--- config.mk ---
export PLATFORM = sky130hd
export DESIGN_NAME = maxpool_reader_flat
export DESIGN_NICKNAME = d
export VERILOG_FILES = /design/src/rtl/maxpool_reader_if.sv /design/src/rtl/maxpool_reader.sv /design/src/flat_wrapper.sv
export SDC_FILE = /design/constraint.sdc
export NUM_CORES = 1
export LEC_CHECK = 0
export ABC_AREA = 1
export BUFFER_PORTS_ARGS = -buffer_cell sky130_fd_sc_hd__clkbuf_2
export CORE_UTILIZATION = 34
export CTS_CLUSTER_SIZE = 28
export DETAILED_ROUTE_END_ITERATION = 16
export GPL_TIMING_DRIVEN = 0
export MAX_ROUTING_LAYER = met4
export PLACE_DENSITY = 0.73
export SETUP_SLACK_MARGIN = 0.3
export SLEW_MARGIN = 10
export SYNTH_ARGS = -nofsm -noshare
export SYNTH_HDL_FRONTEND = slang
export SYNTH_SLANG_ARGS = --single-unit
--- constraint.sdc ---
create_clock -name clock -period 5.5 [get_ports clock]
set_clock_uncertainty 0.15 [all_clocks]
set_input_delay 0 -clock clock [delete_from_list [all_inputs] [get_ports clock]]
set_output_delay 0 -clock clock [all_outputs]
set_load 0.02 [all_outputs]
--- src/rtl/maxpool_reader_if.sv ---
// Handshake and data bundle between a conv stage (master) and the max-pool reader (slave).
// The feature map and pooled result travel as signed 2-D arrays.
interface maxpool_reader_if #(
  parameter int SIZE      = 5,
  parameter int POOL      = 2,
  parameter int WIDTH_BIT = 8
);
  localparam int OSIZE = SIZE / POOL;

  logic                        start;
  logic signed [WIDTH_BIT-1:0] inpMatrixI [SIZE-1:0][SIZE-1:0];
  logic                        busy;
  logic                        done;
  logic signed [WIDTH_BIT-1:0] poolOut [OSIZE-1:0][OSIZE-1:0];

  modport master (output start, inpMatrixI, input busy, done, poolOut);
  modport slave  (input start, inpMatrixI, output busy, done, poolOut);
endinterface

--- src/rtl/maxpool_reader.sv ---
// Non-overlapping POOL x POOL signed max-pooling over a finished SIZE x SIZE feature map,
// one element compared per cycle, windows scanned row-major into a registered output matrix.
module maxpool_reader #(
  parameter int SIZE      = 5,
  parameter int POOL      = 2,
  parameter int WIDTH_BIT = 8
) (
  input logic              clock,
  input logic              nreset,
  maxpool_reader_if.slave  bus
);
  localparam int OSIZE = SIZE / POOL;
  localparam int OW    = (OSIZE > 1) ? $clog2(OSIZE) : 1;
  localparam int PW    = (POOL > 1) ? $clog2(POOL) : 1;
  localparam int SW    = (SIZE > 1) ? $clog2(SIZE) : 1;
  localparam logic [OW-1:0] OLAST = OW'(OSIZE - 1);
  localparam logic [PW-1:0] PLAST = PW'(POOL - 1);

  typedef enum logic [2:0] {
    S_IDLE  = 3'd0,
    S_LOAD  = 3'd1,
    S_CMP   = 3'd2,
    S_WRITE = 3'd3,
    S_DONE  = 3'd4
  } state_t;

  state_t                      state_q, state_d;
  logic [OW-1:0]               i_q, i_d, j_q, j_d;
  logic [PW-1:0]               wr_q, wr_d, wc_q, wc_d;
  logic signed [WIDTH_BIT-1:0] acc_q, acc_d;
  logic                        busy_q, busy_d, done_q, done_d;
  logic signed [WIDTH_BIT-1:0] win_q [POOL-1:0][POOL-1:0];
  logic signed [WIDTH_BIT-1:0] pool_q [OSIZE-1:0][OSIZE-1:0];
  logic signed [WIDTH_BIT-1:0] elem_s;

  assign elem_s       = win_q[wr_q][wc_q];
  assign bus.busy     = busy_q;
  assign bus.done     = done_q;
  assign bus.poolOut  = pool_q;

  // Next-state, counter and accumulator logic
  always_comb begin
    state_d = state_q;
    i_d     = i_q;
    j_d     = j_q;
    wr_d    = wr_q;
    wc_d    = wc_q;
    acc_d   = acc_q;
    case (state_q)
      S_IDLE: begin
        if (bus.start) begin
          state_d = S_LOAD;
          i_d     = '0;
          j_d     = '0;
        end else begin
          state_d = S_IDLE;
        end
      end
      S_LOAD: begin
        state_d = S_CMP;
        wr_d    = '0;
        wc_d    = '0;
      end
      S_CMP: begin
        // Strict greater-than keeps the earlier element on ties
        if ((wr_q == '0) && (wc_q == '0)) begin
          acc_d = elem_s;
        end else if (elem_s > acc_q) begin
          acc_d = elem_s;
        end else begin
          acc_d = acc_q;
        end
        if ((wr_q == PLAST) && (wc_q == PLAST)) begin
          state_d = S_WRITE;
          wr_d    = '0;
          wc_d    = '0;
        end else if (wc_q == PLAST) begin
          wc_d = '0;
          wr_d = wr_q + PW'(1);
        end else begin
          wc_d = wc_q + PW'(1);
        end
      end
      S_WRITE: begin
        if (j_q != OLAST) begin
          j_d     = j_q + OW'(1);
          state_d = S_LOAD;
        end else if (i_q != OLAST) begin
          j_d     = '0;
          i_d     = i_q + OW'(1);
          state_d = S_LOAD;
        end else begin
          state_d = S_DONE;
        end
      end
      S_DONE:  state_d = S_IDLE;
      default: state_d = S_IDLE;
    endcase
    busy_d = (state_d != S_IDLE);
    done_d = (state_d == S_DONE);
  end

  // State, counters, accumulator and registered status outputs
  always_ff @(posedge clock or negedge nreset) begin
    if (!nreset) begin
      state_q <= S_IDLE;
      i_q     <= '0;
      j_q     <= '0;
      wr_q    <= '0;
      wc_q    <= '0;
      acc_q   <= '0;
      busy_q  <= 1'b0;
      done_q  <= 1'b0;
    end else begin
      state_q <= state_d;
      i_q     <= i_d;
      j_q     <= j_d;
      wr_q    <= wr_d;
      wc_q    <= wc_d;
      acc_q   <= acc_d;
      busy_q  <= busy_d;
      done_q  <= done_d;
    end
  end

  // Window capture in LOAD and pooled-result write in WRITE
  always_ff @(posedge clock or negedge nreset) begin
    if (!nreset) begin
      for (int r = 0; r < POOL; r++) begin
        for (int c = 0; c < POOL; c++) begin
          win_q[r][c] <= '0;
        end
      end
      for (int r = 0; r < OSIZE; r++) begin
        for (int c = 0; c < OSIZE; c++) begin
          pool_q[r][c] <= '0;
        end
      end
    end else begin
      if (state_q == S_LOAD) begin
        for (int r = 0; r < POOL; r++) begin
          for (int c = 0; c < POOL; c++) begin
            win_q[r][c] <= bus.inpMatrixI[SW'(int'(i_q) * POOL + r)][SW'(int'(j_q) * POOL + c)];
          end
        end
      end
      if (state_q == S_WRITE) begin
        pool_q[i_q][j_q] <= acc_q;
      end
    end
  end
endmodule

--- src/flat_wrapper.sv ---
// flat-port wrapper written by rule: the top's interface ports become plain ports
module maxpool_reader_flat 
#(
  parameter int SIZE      = 5,
  parameter int POOL      = 2,
  parameter int WIDTH_BIT = 8
)
  (clock, nreset, bus_start, bus_inpMatrixI, bus_busy, bus_done, bus_poolOut);
  maxpool_reader_if #(.SIZE(SIZE), .POOL(POOL), .WIDTH_BIT(WIDTH_BIT)) bus_i ();
  input logic clock;
  input logic nreset;
  input wire logic [$bits(bus_i.start)-1:0] bus_start;
  input wire logic [$bits(bus_i.inpMatrixI)-1:0] bus_inpMatrixI;
  output wire logic [$bits(bus_i.busy)-1:0] bus_busy;
  output wire logic [$bits(bus_i.done)-1:0] bus_done;
  output wire logic [$bits(bus_i.poolOut)-1:0] bus_poolOut;
  assign bus_i.start = bus_start;
  assign bus_i.inpMatrixI = {>>{bus_inpMatrixI}};
  assign bus_busy = bus_i.busy;
  assign bus_done = bus_i.done;
  assign bus_poolOut = {>>{bus_i.poolOut}};
  maxpool_reader #(.SIZE(SIZE), .POOL(POOL), .WIDTH_BIT(WIDTH_BIT)) u_core (.clock(clock), .nreset(nreset), .bus(bus_i));
endmodule
Yosys cells after proc, flatten, opt, wreduce, memory -nomap -nowiden --
Cells that the tools add are included.
Storage, ports and cells: register bits after elaboration 81, input port bits 203, output and inout port bits 34, logic and storage cells 99
Cells by class: $add $sub $neg 6, order comparisons 11, eq/ne operators 7, multiplexer cells 44, bitwise operators 2, reduce and logical (&&, ||, !) cells 13
Operator list (number):
- $mux 40 | 4
- $bmux 40 s3 | 1
- $mux 8 | 13
- $bmux 8 s3 | 2
- $mux 16 | 3
- $bwmux 32 | 1
- $demux 16 s1 | 1
- $pmux 3 s4 | 1
- $lt 3x5->1 const B | 2
- $mux 1 | 10
- $mux 3 | 3
- $demux 8 s1 | 1
- $gt 8x8->1 | 1
- $lt 1x2->1 const B | 4
- $lt 2x4->1 const B | 2
- $pmux 1 s2 | 4
- $add 2x1->3 const B | 2
- $eq 3x2->1 const B | 2
- $reduce_and 2->1 | 3
- $reduce_bool 2->1 | 3
- $add 1x1->1 const B | 4
- $logic_and 1x1->1 | 4
- $eq 3x1->1 const B | 1
- $eq 3x3->1 const B | 1
- other kinds (8) | 10

Longest topological paths before layout --
word-level depth 7, mapped depth 19, mapped depth without buffers 18

Least setup slack after synthesis --
OpenSTA, ideal clock, no wires.
path type reg2reg, from reg u_core.wc_q, to reg u_core.acc_q[0], library setup time 0.117 ns, arrival 2.174 ns, data required time 5.233 ns, slack 3.059 ns, cell stages (with the launch flop) 14, path buffers 2, period minus slack after synthesis 2.441 ns, cell sequence dfrtp_1 > clkbuf_1 > inv_1 > clkbuf_1 > o21ai_0 > o22ai_1 > ha_1 > a21o_1 > nor2_1 > nand3_1 > nand3_2 > nand2_1 > nand2_1 > nand2_1
Between the ends: longest elaborated chain between the ends 5, elaborated cells between the ends (all ways) 9, classes of those cells order compare (1); mux (4); bitwise (1); reduce/logical (3)
RTL lines:
- start, declared | line maxpool_reader.sv:29 | logic [PW-1:0] wr_q, wr_d, wc_q, wc_d;
- start signal, assigned | line maxpool_reader.sv:119 | wc_q <= wc_d;
- $mux 8 (not written as such) (2 in series) | line maxpool_reader.sv:36 | assign elem_s = win_q[wr_q][wc_q];
- net u_core.elem_s[7] | line maxpool_reader.sv:34 | logic signed [WIDTH_BIT-1:0] elem_s;
- $gt 8x8->1 | line maxpool_reader.sv:68 | end else if (elem_s > acc_q) begin
- $reduce_bool 2->1 (no source line)
- $reduce_and 2->1 (no source line)
- end signal, assigned | line maxpool_reader.sv:111 | acc_q <= '0;
- end signal, assigned | line maxpool_reader.sv:120 | acc_q <= acc_d;
- end, declared | line maxpool_reader.sv:30 | logic signed [WIDTH_BIT-1:0] acc_q, acc_d;
The timed path passes the listed nets, and every way through them passes these cells. The select of a mux whose other input is x is not followed. A chain may end at the register's enable or synchronous reset.

Final worst setup path --
from reg u_core.wc_q, to reg u_core.acc_q[7]
Between the ends: longest elaborated chain between the ends 5, elaborated cells between the ends (all ways) 9, classes of those cells order compare (1); mux (4); bitwise (1); reduce/logical (3)
RTL lines (line):
- $mux 8 (not written as such) (*) (2 in series) | maxpool_reader.sv:36
- net u_core.elem_s[7] | maxpool_reader.sv:34
- $gt 8x8->1 | maxpool_reader.sv:68
- $reduce_bool 2->1 (no source line)
- $reduce_and 2->1 (no source line)
Mark *: on every way through the listed nets, which the timed path passes. The rest lies on a longest branch. The select of a mux whose other input is x is not followed.

==> impl_metrics.ini <==
[status]
status = completed

[setup_path]
arrival_ns = 3.23
cp-startpoint = u_core.wc_q
worstSetupEndpointType = flop
slowest_stage = dfrtp_1
slowest_delay_ns = 0.36
regToRegStartpoint = u_core.wc_q
reg2reg_depth = 14
worstPathMaxFanout = 10
path_common_cell = nand2_1
crit_chain = clkbuf_1 -> inv_1 -> clkbuf_1 -> o21ai_0 -> o22ai_1 -> ha_1 -> a21o_1 -> nor2_1 -> nand2_1 -> nand2_1 -> nand3_2 -> nand2_1 -> nand2_1 -> nand2_1
crit_type = flop to flop
cp.required_ns = 5.62
startpoint_type = flop

[cells_and_area]
mostFrequentLayoutCells = 163 x clkbuf_2, 131 x nand2_1, 81 x dfrtp_1, 69 x dlygate4sd3_1, 55 x nor2_1
layout_commonest_cell = clkbuf_2
area_growth_pct = 50.6
layout-drive-gt1-share_pct = 27.0
antenna_cells = 0
final_nets = 938

[floorplanning]
io_pins = 237
rows = 39
initial_core_util_pct = 35.2
core_area_mm2 = 0.0115
die_area_mm2 = 0.0123
die_h_um = 111
dieWidth_um = 111

[sta]
fin_crit_ns = 3.11
setup_tns_ns = 0
rsz0062_at_grt = false
finalSetupViolCount = 0
slew_headroom_pct = 53.1
max_freq_mhz = 322
finalHoldViolCount = 0
whs_ns = 0.0389
drv_slew = 0
worst_pin_slew_ns = 0.701
fin_crit_sh_pct = 56.5

[detailed_routing]
vias = 4600
drt_pass1_iterations = 5
first_iter_violations = 346
routed_wl_um = 14100
vias_per_cell = 5.26
drcViolationCount = 0
post_drt_wl_per_cell_um = 16.1
ant_nets = 0

[placement]
gp_congestion = 0.893
dp_hpwl_um = 10200
portBuffers = 164

[synth]
ys.warnings.count = 0
yosys.area.top_type = dfrtp_1
post_synth_inst_count = 482
ys_ff_latch = 81
synth.area.top_cells = dfrtp_1 50%, nand2_1 12%, a22oi_1 6.5%, a41oi_1 6.3%, nor2_1 5.1%
synth_fp_nets = 693
synth_top_area_share_pct = 50.3
yosysSeqAreaShare_pct = 50.3
netlist_area_mm2 = 0.00403
yosysUniqueCellTypes = 22
avgSynthCellArea_um2 = 8.37

[cts]
htree_levels = 3
cts_root_buf = clkbuf_16
cts_resized = 0
insertion_delay_ns = 0.33
cts_made_buffers = 9
cts_buffer_depth = 2
path_clk_slew_ns = 0.06
cts.sinks = 81
cts_tree = built

[grt]
grt_remaining_overflow = 0
antenna_found_initial = 0
grt_pass1_wl_um = 22700
grt_pass1_vias = 4733
grt_use_total_pct = 24.1
grt_max_degree = 52

[min_path]
hold_path.class = input pin to async pin

[job]
maxCapViolations = 0

[power]
peakVddDrop_uv = 363
p_leak_nw = 2.93
p_per_area_mw_per_mm2 = 600
-- state kept, by name (all words and copies together) (netlist names) --
signal / count
u_core.bus.poolOut: 32
u_core.win_q: 32
u_core.acc_q: 8
u_core.state_q: 3
u_core.bus.busy: 1
u_core.bus.done: 1
u_core.i_q: 1
u_core.j_q: 1
u_core.wc_q: 1
u_core.wr_q: 1
-- report_power, final --
group          internal, mW  switching [mW]
clock network         0.409           0.236
registers             0.889           0.186
logic                 0.802            1.13
-- timing repair --
action,4_1_cts,5_1_grt
setup buffers,0,0
hold endpoints to repair,117,0
hold buffers,69,0
endpoints found under the setup margin,0,0
-- routing by layer --
metal / vias to the layer above / GRT usage (%) / wire, µm
li1: 2163 / - / -
met1: 2155 / 27.6 / 5710
met2: 238 / 41.0 / 6830
met3: 44 / 3.61 / 1010
met4: 0 / 12.4 / 575
met5: - / - / 0
-- critical path: cells and delay by family (launching register included) --
family / cells / cell delay (ns)
AOI/OAI and AO/OA: 3 / 0.64
adders and majority gates: 1 / 0.33
buffers and inverters: 3 / 0.67
DFF: 1 / 0.36
and+or+nand+nor: 7 / 0.90
-- cells in the mapped netlist --
cell        n
o22ai_1     7
a22oi_1    35
a21oi_1     5
nor2_2      2
a32oi_1     1
nor2_1     55
a31oi_1     3
clkbuf_1   17
nand3_2     1
dfrtp_1    81
nand2_1   131
inv_2       4
o211ai_1    1
nor3_1      2
nand3_1    13
ha_1        8
a21o_1      2
buf_2      11
o21ai_0    40
o21ai_1    10
inv_1      24
a41oi_1    29
-- cell families (layout without fill, tap and decap cells) --
group,after synthesis,in the layout,share of synthesized area (%)
AOI/OAI and AO/OA,133,133,22.0
adders and majority gates,8,8,2.48
buffers and inverters,56,306,5.55
DFF,81,81,50.3
and+or+nand+nor,204,204,19.7
-- final timing paths --
check	endpoint	slack [ns]
setup / recovery	u_core.acc_q[7]	2.39
max in group asynchronous	u_core.win_q[29]	4.57
hold / removal	u_core.bus.poolOut[18]	0.04
hold reg to reg	u_core.bus.poolOut[2]	0.34
min in group clock	u_core.bus.poolOut[2]	0.34
setup reg to reg	u_core.acc_q[7]	2.39
-- layout make-up --
cell class	count	area, µm²
clock inverter	5	78.8
buffer	28	119
tap	143	179
inverter	28	105
clock buffer	11	243
fill	1047	5390
timing repair buffer	234	1540
sequential	81	2030
multi-input combinational	345	1780
-- per-stage QoR --
| step | instance area, µm² | cells | worst slack (ns) | utilization [%] | power, mW |
|---|---|---|---|---|---|
| global placement | 5030 | 789 | 2.52 | 43.9 | 2.66 |
| global route | 6070 | 875 | 2.08 | 53.0 | 3.92 |
| detailed placement | 5060 | 790 | 2.42 | 44.1 | 2.72 |
| floorplan | 4030 | 482 | 3.06 | - | 2.14 |
| finish | 6070 | 875 | 2.39 | 53.0 | 3.65 |
| CTS | 6070 | 875 | 2.40 | 53.0 | 3.63 |
No activity file was read; power rests on OpenSTA's default activity.
